===== src/rtl/conv_kernel_sched_8x8.sv =====
// Sequencer for the 8-in/8-out int4 3x3 conv kernel array: loads weights and biases per output group,
// streams ifm windows and tracks kernel latency. Define CONV_SCHED_PERF_EN to add perf counters.
module conv_kernel_sched_8x8 #(
    parameter int KERNEL_LAT = 4,
    parameter int WADDR_W    = 12,
    parameter int NWIN_W     = 16,
    parameter int NGRP_W     = 6
) (
    input  logic               clk,
    input  logic               rst,
    input  logic               start,
    input  logic [NWIN_W-1:0]  cfg_num_win,
    input  logic [NGRP_W-1:0]  cfg_num_grp,
    input  logic [WADDR_W-1:0] cfg_wbase,
    output logic               wmem_rd,
    output logic [WADDR_W-1:0] wmem_addr,
    input  logic [35:0]        wmem_rdata,
    output logic               wbank_we,
    output logic [6:0]         wbank_idx,
    output logic               bias_valid,
    input  logic               win_valid,
    output logic               win_ready,
    output logic               kin_valid,
    output logic               ofm_valid,
    output logic               ofm_last,
    output logic               busy,
    output logic               done
`ifdef CONV_SCHED_PERF_EN
    ,
    output logic [31:0]        perf_stall_cnt,
    output logic [31:0]        perf_cycle_cnt
`endif
);

    // 64 weight windows followed by 8 bias words per output group
    localparam logic [6:0] LOAD_END = 7'd72;

    typedef enum logic [2:0] {
        S_IDLE,
        S_LOADW,
        S_BIAS,
        S_RUN,
        S_DRAIN,
        S_FIN
    } state_t;

    state_t               state_q, state_d;
    logic [NWIN_W-1:0]    num_win_q, win_cnt, win_nxt;
    logic [NGRP_W-1:0]    num_grp_q, grp_cnt, grp_nxt;
    logic [WADDR_W-1:0]   addr_q;
    logic [6:0]           ld_cnt;
    logic [KERNEL_LAT-1:0] vld_sr, last_sr;
    logic                 kin_last;
    logic                 unused_rdata;

    // Weight data goes straight from memory to the bank; the sequencer never inspects it.
    assign unused_rdata = ^wmem_rdata;

    assign wmem_addr = addr_q;
    assign ofm_valid = vld_sr[KERNEL_LAT-1];
    assign ofm_last  = last_sr[KERNEL_LAT-1];
    assign win_nxt   = win_cnt + NWIN_W'(1);
    assign grp_nxt   = grp_cnt + NGRP_W'(1);

    // NOTE: every output of this block gets a default first so no path leaves a latch behind.
    always_comb begin
        state_d    = state_q;
        wmem_rd    = 1'b0;
        wbank_we   = 1'b0;
        wbank_idx  = 7'd0;
        bias_valid = 1'b0;
        win_ready  = 1'b0;
        kin_valid  = 1'b0;
        kin_last   = 1'b0;
        busy       = 1'b0;
        done       = 1'b0;
        case (state_q)
            S_IDLE: begin
                if (start) state_d = (cfg_num_grp == '0) ? S_FIN : S_LOADW;
            end
            S_LOADW: begin
                busy    = 1'b1;
                wmem_rd = (ld_cnt != LOAD_END);
                // Sync-read memory: the write for read k lands one cycle later.
                if (ld_cnt != 7'd0) begin
                    wbank_we  = 1'b1;
                    wbank_idx = ld_cnt - 7'd1;
                end
                if (ld_cnt == LOAD_END) state_d = S_BIAS;
            end
            S_BIAS: begin
                busy       = 1'b1;
                bias_valid = 1'b1;
                state_d    = (num_win_q == '0) ? S_DRAIN : S_RUN;
            end
            S_RUN: begin
                busy      = 1'b1;
                win_ready = win_valid;
                kin_valid = win_valid;
                kin_last  = win_valid && (win_nxt == num_win_q);
                if (kin_last) state_d = S_DRAIN;
            end
            S_DRAIN: begin
                busy = 1'b1;
                // Hold off the next weight load until no output of this group is still in flight.
                if (vld_sr == '0) state_d = (grp_nxt == num_grp_q) ? S_FIN : S_LOADW;
            end
            S_FIN: begin
                done    = 1'b1;
                state_d = S_IDLE;
            end
            default: state_d = S_IDLE;
        endcase
    end

    // NOTE: state registers use non-blocking assignments so all flops update from pre-edge values.
    always_ff @(posedge clk) begin
        if (rst) begin
            state_q   <= S_IDLE;
            num_win_q <= '0;
            num_grp_q <= '0;
            addr_q    <= '0;
            ld_cnt    <= '0;
            win_cnt   <= '0;
            grp_cnt   <= '0;
            vld_sr    <= '0;
            last_sr   <= '0;
        end else begin
            state_q <= state_d;
            vld_sr  <= (vld_sr << 1) | KERNEL_LAT'(kin_valid);
            last_sr <= (last_sr << 1) | KERNEL_LAT'(kin_last);
            case (state_q)
                S_IDLE: begin
                    if (start) begin
                        num_win_q <= cfg_num_win;
                        num_grp_q <= cfg_num_grp;
                        ld_cnt    <= '0;
                        win_cnt   <= '0;
                        grp_cnt   <= '0;
                        if (cfg_num_grp != '0) addr_q <= cfg_wbase;
                    end
                end
                S_LOADW: begin
                    if (wmem_rd) addr_q <= addr_q + WADDR_W'(1);
                    if (ld_cnt == LOAD_END) begin
                        ld_cnt  <= '0;
                        win_cnt <= '0;
                    end else begin
                        ld_cnt <= ld_cnt + 7'd1;
                    end
                end
                S_RUN: begin
                    if (kin_valid) win_cnt <= win_nxt;
                end
                S_DRAIN: begin
                    if (vld_sr == '0) grp_cnt <= grp_nxt;
                end
                default: ;
            endcase
        end
    end

`ifdef CONV_SCHED_PERF_EN
    always_ff @(posedge clk) begin
        if (rst || (state_q == S_IDLE && start)) begin
            perf_stall_cnt <= '0;
            perf_cycle_cnt <= '0;
        end else begin
            if (busy) perf_cycle_cnt <= perf_cycle_cnt + 32'd1;
            if (state_q == S_RUN && !win_valid) perf_stall_cnt <= perf_stall_cnt + 32'd1;
        end
    end
`endif

endmodule


===== config.mk =====
export PLATFORM = sky130hd
export DESIGN_NAME = conv_kernel_sched_8x8
export DESIGN_NICKNAME = d
export VERILOG_FILES = /design/src/rtl/conv_kernel_sched_8x8.sv
export SDC_FILE = /design/constraint.sdc
export NUM_CORES = 1
export LEC_CHECK = 0
export CAP_MARGIN = 10
export CORE_MARGIN = 2
export CORE_UTILIZATION = 50
export DETAILED_ROUTE_END_ITERATION = 10
export HOLD_SLACK_MARGIN = 0.06
export PLACE_DENSITY = 0.8
export SLEW_MARGIN = 20
export SYNTH_ARGS = -nofsm -noshare
export SYNTH_HDL_FRONTEND = slang
export SYNTH_SLANG_ARGS = --single-unit

===== constraint.sdc =====
create_clock -name clk -period 2.59 [get_ports clk]
set_input_delay 0.3885 -clock clk [delete_from_list [all_inputs] [get_ports clk]]
set_output_delay 0.3885 -clock clk [all_outputs]
set_load 0.02 [all_outputs]

==> impl_results.md <==
- Status: complete, no violations
- Number of H-tree branching levels: 3
- Reg2reg path depth: 9
- Setup_tns: 0 ns
- Vias: 4186
- TritonCTS clock tree: built
- Die Footprint: 9256 sq um
- Synth-to-Final Area Change: 22.25%
- Gr usage total: 24.63%
- Worst Clk Skew: ~0.0084 ns
- Clock Tree Root: clkbuf_8
- Setup violations, final: 0
- Power Density: 483.0 nW/um^2
- Critical Path Sink: win_ready
- Worst EP required: 2.20 ns
- Vert. Die Dim: 96.21 um
- Gr ovfl total: 0
- Number of synthesized flops with an enable pin: 0
- Clock buffer depth: 2
- Switching share of power: 27.11%
- Initial Util: 51.74%
- Avg Cell Area, Syn: 7.552 sq um
- Port bufs: 65
- Synth async-reset ratio: 0%
- Synth top cells by count: nand2_1, dfxtp_1, a21oi_1, nor2_1, o21ai_0
- Comb power frac: 16.0%
- Metal2 WL: 5182 um
- Largest area contributor in the netlist: dfxtp_1
- Highest metal layer with signal wires: met4
- CP endpoint kind: primary output
- Antenna violations before repair: 0
- Pins Over Slew Limit: 0
- Post-Syn Area: 4252 sq um
- Row count: 33
- P_sw: about 0.0007 W
- Mapped Nets: 642
- Final core occ: a little over three fifths
- Clock power frac: a little over a third
- Hold Vio Cnt, Final: 0
- Area fraction of the dominant cell type after synthesis: a little over a third
- Vias in the first global route: 3915
- Worst-path fanout max: 14
- Final WL: 10650 um
- Fillers: 739
- Met3 Wirelength: approximately 570 um
- Kind of critical path: register to primary output
- Largest net degree at the start of global routing: 31
- Min Clock Period, post-route: 2.455 ns
- Origin of the critical flop-to-flop path: win_cnt[1]
- Net count, final: 700
- Routed vias/inst: 5.734
- Register area: 1483 sq um
- Metal-1 WL: 4694 um
- P_int: 0.001830 W
- Total power: 0.002511 W
- Critical Path AT: around 2.1 ns
- RSZ-0062 raised after global routing: no
- Clock transition at path regs: 0.08 ns
- DRC viols: 0
- Seq/Total Area, Yosys: 34.84%
- HPWL Detailed: between 7000 and 8000 um
- Seq cells post-synth: 74
- CTS Buf Count: 9
- YS warnings: 0
- Seq pwr share: 48.6%
- First-pass GRT wire length: approximately 18000 um
- WL/cell: 14.58 um
- Maximum clock rate: 407.3 MHz
- R2R Path End: state_q[0]
- Worst slew margin: 57.56%
- N_diodes: 0
- Footprint of the multi-input gates: 2570 sq um
- Routability cong.: between 0.9 and 1
- Pleak: approximately 2.1 nW
- DRT antenna net count: 0
- Critical path startpoint: state_q[1]
- Ports: 102
- Most common flop cell mapped by yosys: dfxtp_1
- Post-synthesis cell count: around 560
- Hold WC Path Type: register to register
- Die width: a little under 100 um
- Worst setup SP type: register
- Worst R2R Setup Slack: 0.20 ns
- Maxcap violations: 0
- Tcrit/Tclk final: between 90% and 100%
- Slew @ Worst Pin: 0.6350 ns
- Pre-antenna DRT Iters: 5
- Core Area: a little over 8000 sq um
- Clk sinks: 74
- Layout cells sized above 1: 8.160%
- Clock Latency Late Sink: ~0.36 ns
- Synth area leaders: dfxtp_1, nand2_1, a21oi_1
- Peak VDD IR: 336.9 uV
- Netlist cell types: 57
- Initial DRC Count: 203
- Most frequent cell after synthesis: nand2_1
==> power by group through the flow <==
stage                     registers (W)  logic [W]  clock network (W)
final                           0.00122   0.000403           0.000887
after global routing            0.00123   0.000447           0.000953
after global placement          0.00125   0.000393                  0
after floorplan                 0.00126   0.000222                  0
after CTS                       0.00122   0.000401           0.000906
after detailed placement        0.00125   0.000402                  0
==> per-layer routing <==
layer  vias to the layer above  GRT usage (%)
li1                       2097              -
met1                      1943          31.76
met2                       129          39.81
met3                        17          5.325
met4                         0          10.12
met5                         -              0
==> how the worst min path moves through the flow <==
stage	start	end	slack, ns	depth (start not counted)
floorplan	last_sr[0]	last_sr[1]	0.41	1
global placement	last_sr[1]	last_sr[2]	0.42	1
detailed placement	last_sr[2]	last_sr[3]	0.43	1
CTS	last_sr[2]	last_sr[3]	0.45	1
global route	last_sr[2]	last_sr[3]	0.47	1
finish	last_sr[2]	last_sr[3]	0.44	1
==> flip-flops by register name, indices dropped and copies added, names as in the netlist <==
signal	cells
grp_cnt	6
state_q	3
win_cnt	16
num_grp_q	6
vld_sr	4
ld_cnt	7
last_sr	4
num_win_q	16
wmem_addr	12
==> through the flow <==
step / std cells / area, sq um / worst slack [ns] / hold WS [ns]
global route: 730 / 5197 / 0.03378 / 0.4689
CTS: 730 / 5181 / 0.04374 / 0.4468
floorplan: 563 / 4252 / 0.3434 / 0.4138
global placement: 715 / 4999 / 0.2597 / 0.4173
finish: 730 / 5197 / 0.1348 / 0.4421
detailed placement: 715 / 4999 / 0.2317 / 0.4287
==> kinds of logic (layout without fill, tap and decap cells) <==
logic type / count (synthesis) / count (layout) / synth area share [%]
compound gates: 142 / 142 / 20.07
xor+xnor: 33 / 33 / 6.798
fa+ha+maj: 5 / 5 / 1.471
buf+inv: 46 / 108 / 5.268
flops: 74 / 74 / 34.84
mux: 3 / 3 / 0.7063
simple gates: 260 / 260 / 30.84
==> critical path: stages (launching register included) <==
cell             delay [ns]
dfxtp_1                0.34
buf_4                  0.20
nor2b_1                0.28
nand3_1                0.13
inv_1                  0.14
clkdlybuf4s50_1        0.62
==> cells in the final DEF (no fill, tap or decap), types with 5 or more instances in the layout <==
| cell | synthesis | layout |
|---|---|---|
| a211oi_1 | 8 | 8 |
| a21oi_1 | 56 | 56 |
| a22oi_1 | 8 | 8 |
| a311oi_1 | 7 | 7 |
| and2_1 | 5 | 5 |
| and3_1 | 9 | 9 |
| buf_4 | 3 | 21 |
| clkbuf_8 | 3 | 10 |
| clkdlybuf4s50_1 | 0 | 54 |
| dfxtp_1 | 74 | 73 |
| dlygate4sd2_1 | 0 | 7 |
| inv_1 | 7 | 7 |
| nand2_1 | 89 | 89 |
| nand3_1 | 23 | 23 |
| nand3b_1 | 7 | 7 |
| nor2_1 | 56 | 56 |
| nor2b_1 | 13 | 13 |
| nor3_1 | 14 | 12 |
| nor3b_1 | 6 | 5 |
| nor4_1 | 7 | 7 |
| o21ai_0 | 37 | 37 |
| or3_1 | 7 | 7 |
| xnor2_1 | 19 | 19 |
| xor2_1 | 14 | 14 |
==> final cells by class <==
| type | instances | share of cell area [%] |
|---|---|---|
| inverter | 7 | 0.5055 |
| tap | 105 | 2.528 |
| timing repair buffer | 86 | 15.43 |
| clock buffer | 12 | 2.792 |
| clock inverter | 3 | 0.7703 |
| sequential | 74 | 28.53 |
| multi-input combinational | 443 | 49.45 |
==> repair_timing <==
action | CTS | global route
resized for setup | 9 | 5
buffers inserted | 0 | 0
hold buffers | 0 | 0
hold endpoints to repair | 0 | 0
endpoints found under the setup margin | 8 | 4
Note: power is estimated with default switching activity, not from simulation.
